**src/rtl/vga_pkg.sv**
```systemverilog
// Shared VGA mode constants and elaboration-time helpers.
package vga_pkg;

  // ceil(log2(v)); returns 1 for v <= 2 so every counter has at least one bit
  function automatic int clog2(input int v);
    int r;
    r = 1;
    while ((1 << r) < v) r++;
    return r;
  endfunction

  // 640x480 @ 60 Hz, 25 MHz pixel clock, negative syncs
  localparam int   M640_H_ACTIVE = 640;
  localparam int   M640_H_FP     = 16;
  localparam int   M640_H_SYNC   = 96;
  localparam int   M640_H_BP     = 48;
  localparam int   M640_V_ACTIVE = 480;
  localparam int   M640_V_FP     = 10;
  localparam int   M640_V_SYNC   = 2;
  localparam int   M640_V_BP     = 33;
  localparam logic M640_HS_POL   = 1'b0;
  localparam logic M640_VS_POL   = 1'b0;

  // 800x600 @ 60 Hz, 40 MHz pixel clock, positive syncs
  localparam int   M800_H_ACTIVE = 800;
  localparam int   M800_H_FP     = 40;
  localparam int   M800_H_SYNC   = 128;
  localparam int   M800_H_BP     = 88;
  localparam int   M800_V_ACTIVE = 600;
  localparam int   M800_V_FP     = 1;
  localparam int   M800_V_SYNC   = 4;
  localparam int   M800_V_BP     = 23;
  localparam logic M800_HS_POL   = 1'b1;
  localparam logic M800_VS_POL   = 1'b1;

endpackage

```
**src/rtl/vga_timing_gen_pix_strobe_div.sv**
```systemverilog
// Pixel strobe divider: one-cycle strobe every CLK_DIV board clocks.
module pix_strobe_div
  import vga_pkg::*;
#(
  parameter int CLK_DIV = 4
) (
  input  logic i_clk,
  input  logic i_rst_n,
  output logic o_stb
);

  localparam int            DW     = clog2(CLK_DIV);
  localparam logic [DW-1:0] D_LAST = DW'(CLK_DIV - 1);

  logic [DW-1:0] d;

  // Free-running 0..CLK_DIV-1 counter; with CLK_DIV=1 it stays at 0
  always_ff @(posedge i_clk or negedge i_rst_n) begin
    if (!i_rst_n)         d <= '0;
    else if (d == D_LAST) d <= '0;
    else                  d <= d + 1'b1;
  end

  // Strobe on the last board clock of each pixel (constant 1 when CLK_DIV=1)
  assign o_stb = (d == D_LAST);

endmodule

```
**src/rtl/vga_timing_gen.sv**
```systemverilog
// VGA raster timing generator: x/y counters advanced by the pixel strobe,
// with sync, active-video and line/frame event decodes from the same
// registered state so all outputs are mutually skew-free.
module vga_timing_gen
  import vga_pkg::*;
#(
  parameter int   CLK_DIV  = 4,
  parameter int   H_ACTIVE = M640_H_ACTIVE,
  parameter int   H_FP     = M640_H_FP,
  parameter int   H_SYNC   = M640_H_SYNC,
  parameter int   H_BP     = M640_H_BP,
  parameter int   V_ACTIVE = M640_V_ACTIVE,
  parameter int   V_FP     = M640_V_FP,
  parameter int   V_SYNC   = M640_V_SYNC,
  parameter int   V_BP     = M640_V_BP,
  parameter logic HS_POL   = M640_HS_POL,
  parameter logic VS_POL   = M640_VS_POL,
  localparam int  H_TOTAL  = H_ACTIVE + H_FP + H_SYNC + H_BP,
  localparam int  V_TOTAL  = V_ACTIVE + V_FP + V_SYNC + V_BP,
  localparam int  XW       = clog2(H_TOTAL),
  localparam int  YW       = clog2(V_TOTAL)
) (
  input  logic          i_clk,
  input  logic          i_rst_n,
  output logic          o_pix_stb,
  output logic          o_hs,
  output logic          o_vs,
  output logic [XW-1:0] o_x,
  output logic [YW-1:0] o_y,
  output logic          o_active,
  output logic          o_line_end,
  output logic          o_frame_end,
  output logic          o_active_end
);

  // Decode points as inclusive bounds so no constant ever needs TOTAL itself
  localparam logic [XW-1:0] X_LAST     = XW'(H_TOTAL - 1);
  localparam logic [YW-1:0] Y_LAST     = YW'(V_TOTAL - 1);
  localparam logic [XW-1:0] X_ACT_LAST = XW'(H_ACTIVE - 1);
  localparam logic [YW-1:0] Y_ACT_LAST = YW'(V_ACTIVE - 1);
  localparam logic [XW-1:0] HS_FIRST   = XW'(H_ACTIVE + H_FP);
  localparam logic [XW-1:0] HS_LAST    = XW'(H_ACTIVE + H_FP + H_SYNC - 1);
  localparam logic [YW-1:0] VS_FIRST   = YW'(V_ACTIVE + V_FP);
  localparam logic [YW-1:0] VS_LAST    = YW'(V_ACTIVE + V_FP + V_SYNC - 1);

  logic          stb;
  logic [XW-1:0] x;
  logic [YW-1:0] y;
  logic          x_last;
  logic          y_last;

  pix_strobe_div #(
    .CLK_DIV (CLK_DIV)
  ) u_div (
    .i_clk   (i_clk),
    .i_rst_n (i_rst_n),
    .o_stb   (stb)
  );

  assign x_last = (x == X_LAST);
  assign y_last = (y == Y_LAST);

  // Raster position advances once per pixel; x and y wrap together at frame end
  always_ff @(posedge i_clk or negedge i_rst_n) begin
    if (!i_rst_n) begin
      x <= '0;
      y <= '0;
    end else if (stb) begin
      if (x_last) begin
        x <= '0;
        y <= y_last ? '0 : y + 1'b1;
      end else begin
        x <= x + 1'b1;
      end
    end
  end

  // Sync, active and event decodes straight from registered x/y/strobe
  always_comb begin
    o_pix_stb    = stb;
    o_x          = x;
    o_y          = y;
    o_hs         = ~HS_POL;
    o_vs         = ~VS_POL;
    if ((x >= HS_FIRST) && (x <= HS_LAST)) o_hs = HS_POL;
    if ((y >= VS_FIRST) && (y <= VS_LAST)) o_vs = VS_POL;
    o_active     = (x <= X_ACT_LAST) && (y <= Y_ACT_LAST);
    o_line_end   = stb & x_last;
    o_frame_end  = stb & x_last & y_last;
    o_active_end = stb & (x == X_ACT_LAST) & (y == Y_ACT_LAST);
  end

endmodule
```
**config.mk**
```make
export PLATFORM = sky130hd
export DESIGN_NAME = vga_timing_gen
export DESIGN_NICKNAME = d
export VERILOG_FILES = /design/src/rtl/vga_pkg.sv /design/src/rtl/vga_timing_gen_pix_strobe_div.sv /design/src/rtl/vga_timing_gen.sv
export SDC_FILE = /design/constraint.sdc
export NUM_CORES = 1
export LEC_CHECK = 0
export ABC_AREA = 1
export ABC_CLOCK_PERIOD_IN_PS = 2200
export BUFFER_PORTS_ARGS = -buffer_cell sky130_fd_sc_hd__buf_2
export CAP_MARGIN = 30
export CELL_PAD_IN_SITES_DETAIL_PLACEMENT = 0
export CELL_PAD_IN_SITES_GLOBAL_PLACEMENT = 1
export CORE_UTILIZATION = 42
export DETAILED_ROUTE_END_ITERATION = 10
export PLACE_DENSITY_LB_ADDON = 0.1
export RECOVER_POWER = 25
export SLEW_MARGIN = 20
export SYNTH_ARGS = -nofsm -noshare
export SYNTH_HDL_FRONTEND = slang
export SYNTH_HIERARCHICAL = 1
export SYNTH_SLANG_ARGS = --single-unit
```
**constraint.sdc**
```tcl
create_clock -name i_clk -period 2.2 [get_ports i_clk]
set_input_delay 0.11 -clock i_clk [delete_from_list [all_inputs] [get_ports i_clk]]
set_output_delay 0.11 -clock i_clk [all_outputs]
set_load 0.005 [all_outputs]
```
# Word level (Yosys, flattened, before mapping)
# Index checks and enable logic that the tools add are counted.
[op_classes]
addsub = 3
n_mul = 0
n_div = 0
order_cmp = 6
n_eq_ne = 5
n_shift = 0
mux = 5
n_bitwise = 4
n_reduce_logical = 4
[op_table]
columns = ["operator", "count"]
rows = [
  ["$eq 10x10->1 const B", 3],
  ["$add 10x1->10 const B", 2],
  ["$le 10x10->1 const B", 2],
  ["$le 10x9->1 const B", 2],
  ["$mux 10", 2],
  ["$eq 10x9->1 const B", 1],
  ["$ge 10x10->1 const B", 1],
  ["$ge 10x9->1 const B", 1],
  ["$and 1x1->1", 4],
  ["$logic_and 1x1->1", 3],
  ["$add 2x1->2 const B", 1],
  ["$eq 2x2->1 const B", 1],
  ["$mux 1", 2],
  ["$mux 2", 1],
  ["$reduce_and 2->1", 1],
]
[word_totals]
register_bits = 22
latchBits = 0
ram_bits = 0
mem_bits_ro = 0
inputBits = 2
output_inout_bits = 27
word_cells = 30
memories = 0

# Logic depth before layout (Yosys ltp)
[depth]
word_depth = 3
ltp_mapped = 8
mapped_depth_nobuf = 8

# By module
# Netlist, hierarchy kept.
[modules_own_cells]
columns = ["module", "instances", "cells_each", "area_each_um2", "seq_area_each_um2"]
rows = [
  ["vga_timing_gen", 1, 169, 1298.7, 500.5],
  ["pix_strobe_div", 1, 4, 66.3, 50.0],
]

# Least setup slack after synthesis
# OpenSTA, ideal clock, no wires.
[synth_path]
path_type = "register to register"
from = "register x[0] (netlist: o_x[0])"
to = "register y[7] (netlist: o_y[7])"
setup_ns = 0.119
t_arrival_ns = 1.258
t_required_ns = 2.081
slack_ns = 0.824
stages_incl_launch_ff = 8
path_buffers = 1
synth_period_minus_slack_ns = 1.376
path_cell_list = "dfrtp_1 -> ha_1 -> nand2_2 -> nor2_4 -> nand4_2 -> buf_6 -> nand2_1 -> o21ai_2"
[synth_via]
elab_chain_cells = 2
[synth_lines]
columns = ["item", "line_no", "source"]
rows = [
  ["start, declared", "vga_timing_gen.sv:47", "logic [XW-1:0] x;"],
  ["start signal, assigned", "vga_timing_gen.sv:73", "x <= x + 1'b1;"],
  ["$eq 10x10->1", "vga_timing_gen.sv:60", "assign x_last = (x == X_LAST);"],
  ["$reduce_and 2->1 (no line)", "n/a", ""],
  ["end signal, assigned", "vga_timing_gen.sv:71", "y <= y_last ? '0 : y + 1'b1;"],
  ["end, declared", "vga_timing_gen.sv:48", "logic [YW-1:0] y;"],
]
# No other way between the ends.
# A chain may end at the register's enable or synchronous reset.

# Final worst setup path
[layout_path]
from = "register x[0] (netlist: o_x[0])"
to = "output port o_frame_end"
[layout_via]
elab_chain_cells = 3
[layout_lines]
columns = ["item", "line_no", "source"]
rows = [
  ["$eq 10x10->1", "vga_timing_gen.sv:60", ""],
  ["$and 1x1->1 (2 in series)", "vga_timing_gen.sv:89", "o_frame_end = stb & x_last & y_last;"],
  ["end, declared", "vga_timing_gen.sv:32", "output logic o_frame_end,"],
]
# No other way between the ends.

==> run metrics <==
worst-case register-to-register setup slack roughly 0.50 ns; Port-buffer cells 28; H-tree level count 1; sequential fraction of the synthesis area 0.4033; Avg Inst Size Synth between 7 and 8 µm²; Yosys reg bits 22; leading cell type in the layout, fill and taps excluded nand2_1; Rows 20; WP data required 2.09 ns; VDD IR max just under 400 µV; clk_lat worst skew slightly above 0.3 ns; CTS Buf Count 3; placed instance area between 1500 and 2000 µm²; hpwl dp between 2000 and 2500 µm; area added between synthesis and finish 15.40%; Max Root-Sink Buffers 2; fin. max-slew vios 0; post-route cell area around 1600 µm²; Setup TNS 0 ns; hold_buf cts 1; total of max-cap violations 0; Placer Congestion slightly below 0.8; WHS Endpoint u_div/d[0]; Data arrival, critical path ~1.9 ns; layout cells sized above 1 0.2463; Yosys top cell area share 0.4033; final hold slack roughly 0.44 ns; Die X 59.01 µm; final WL 2892 µm; global-route wire length before repair around 4900 µm; P_int slightly above 0.0005 W; Yosys top cell by area dfrtp_1; Net Sw Power 0.0001274 W; total number of vias approximately 1200; R2R depth 6; placed cell count roughly 240; cell count after synthesis approximately 170; Final Util 0.5118; Initial Util 0.4435; skew final just under 0.006 ns; Slew Limit Headroom 0.1922; # fillers ~330; initial antenna violation count 0; Starting DRT DRC Count 60; Crit Reg-Reg Endpoint o_y[6]; Worst Setup Path Type reg2out; CTS root buf clkbuf_4; non-filler cells, final approximately 250; combinational cell fraction of total power 0.015; n_diodes 0; gr usage total 0.1868; R2R Path Start o_x[0]; count of final setup violators 0; postcts setup bufs 0; die area approximately 3500 µm²; Yosys Warn Count 6; Startpoint Class flop; Core Footprint slightly above 3000 µm²; achievable clock frequency roughly 0.5 GHz; Async S/R FF share, synth 1.000; Top Ports 29; Crit Path Max Fanout 16; syn nets between 150 and 200; Final Hold Viols 0; # resized after CTS 0; drt first pass iters 4; setup repair after global routing missed its margin false; Clock Pin Slew Worst Setup and Hold Paths 0.11 ns; worst hold path type reg2reg; vias per cell around 4.8; Reg power frac 0.637; HP Start u_div/d[0]; number of synthesized flops with an enable pin 0; most frequent cells in the layout nand2_1 (30), inv_1 (27), buf_2 (27), nor2_1 (22), dfrtp_1 (22); Remaining DRCs 0; post-synth cell types 25; CP Capture Type primary output; Synth area leaders dfrtp_1 (40%), nand2_1 (8.2%), inv_1 (7.4%); GRT Residual Overflow 0; main flop type after synthesis dfrtp_1; status finished, final reports clean; Chip Height approximately 59 µm; period utilization 0.8990; slew of the pin with the lowest slew margin between 1 and 1.5 ns; largest net degree at the start of global routing 23; Routed Antenna Nets 0; Sw Ratio 0.2009; hold path depth 1; Power Density just over 400 nW/µm²; wire per inst 11.71 µm; Clock power frac 0.348; final worst path period need approximately 2 ns; CTS tree built; vias in the first global route 1121; final net count approximately 210; clock sinks 22; mapped cell area about 1400 µm²; Leak around 0.77 nW
## critical path, cell delays in order (launching register included)
cell     delay (ns)
dfrtp_1        0.42
ha_1           0.22
nand2_2        0.09
nor2_4         0.15
nand4_2        0.36
nor2_1         0.19
buf_2          0.13
## synthesized netlist by cell type (2+ instances only)
master / n
nand3_1: 15
o21ai_0: 7
nand2_2: 3
o21ai_2: 3
nor2_2: 5
nor2_1: 22
or2_2: 2
a21oi_1: 3
buf_6: 2
nand4_1: 3
dfrtp_1: 22
ha_1: 6
o21ai_1: 2
nor3_1: 6
xor2_1: 5
nor2_4: 3
nand2_1: 30
inv_1: 27
## how the worst max path moves through the flow
stage            from     endpoint  slack (ns)  cells after the start
2_1_floorplan  o_x[0]       o_y[7]        0.82                      7
3_3_place_gp   o_x[0]       o_y[6]        0.60                      6
3_5_place_dp   o_x[0]       o_y[6]        0.50                      6
4_1_cts        o_x[0]  o_frame_end        0.18                      6
5_1_grt        o_x[0]  o_frame_end        0.05                      6
6_report       o_x[0]  o_frame_end        0.22                      6
## metrics by stage
step	power, W	setup WS, ns
finish	0.0006342	0.2222
floorplan	0.0004121	0.8240
global placement	0.0004213	0.5986
CTS	0.0006502	0.1765
detailed placement	0.0004213	0.4977
global route	0.0006599	0.04839
## flip-flops by register name, summed over array words and instances, names as in the netlist
signal   cells
o_x         10
o_y         10
u_div/d      2
## layout make-up
class,instances,area (µm²),share of cell area
clock buffers,4,36.28,0.02303
multi-input cells,121,683.2,0.4337
inverters,27,101.3,0.06434
repair buffers,29,148.9,0.09452
well taps,44,55.05,0.03495
flip-flops and latches,22,550.5,0.3495
## metal layers
metal	share of wire	vias up	GRT usage
met2	0.46	25	0.3036
li1	-	610	-
met5	0	-	0
met4	0.013	0	0.05102
met3	0.030	4	0.04585
met1	0.49	546	0.2486
## cells by family (layout without fill, tap and decap cells)
logic type	count (synthesis)	after routing	share of synthesized area
AND/OR/NAND/NOR	91	91	0.3263
adder cells (fa/ha/maj)	6	6	0.05499
XOR/XNOR	5	5	0.03208
buffers and inverters	30	60	0.09624
AO/OA/AOI/OAI	19	19	0.08708
flip-flops	22	22	0.4033
## power by group through the flow
stage                     sequential (W)  clock (W)  combinational, W
after floorplan                 0.000412          0    0.000000000331
after global placement          0.000412          0        0.00000923
after detailed placement        0.000412          0        0.00000924
after CTS                       0.000404   0.000235         0.0000106
after global routing            0.000404   0.000244         0.0000114
final                           0.000404   0.000220        0.00000950
Note: power is estimated with default switching activity, not from simulation.
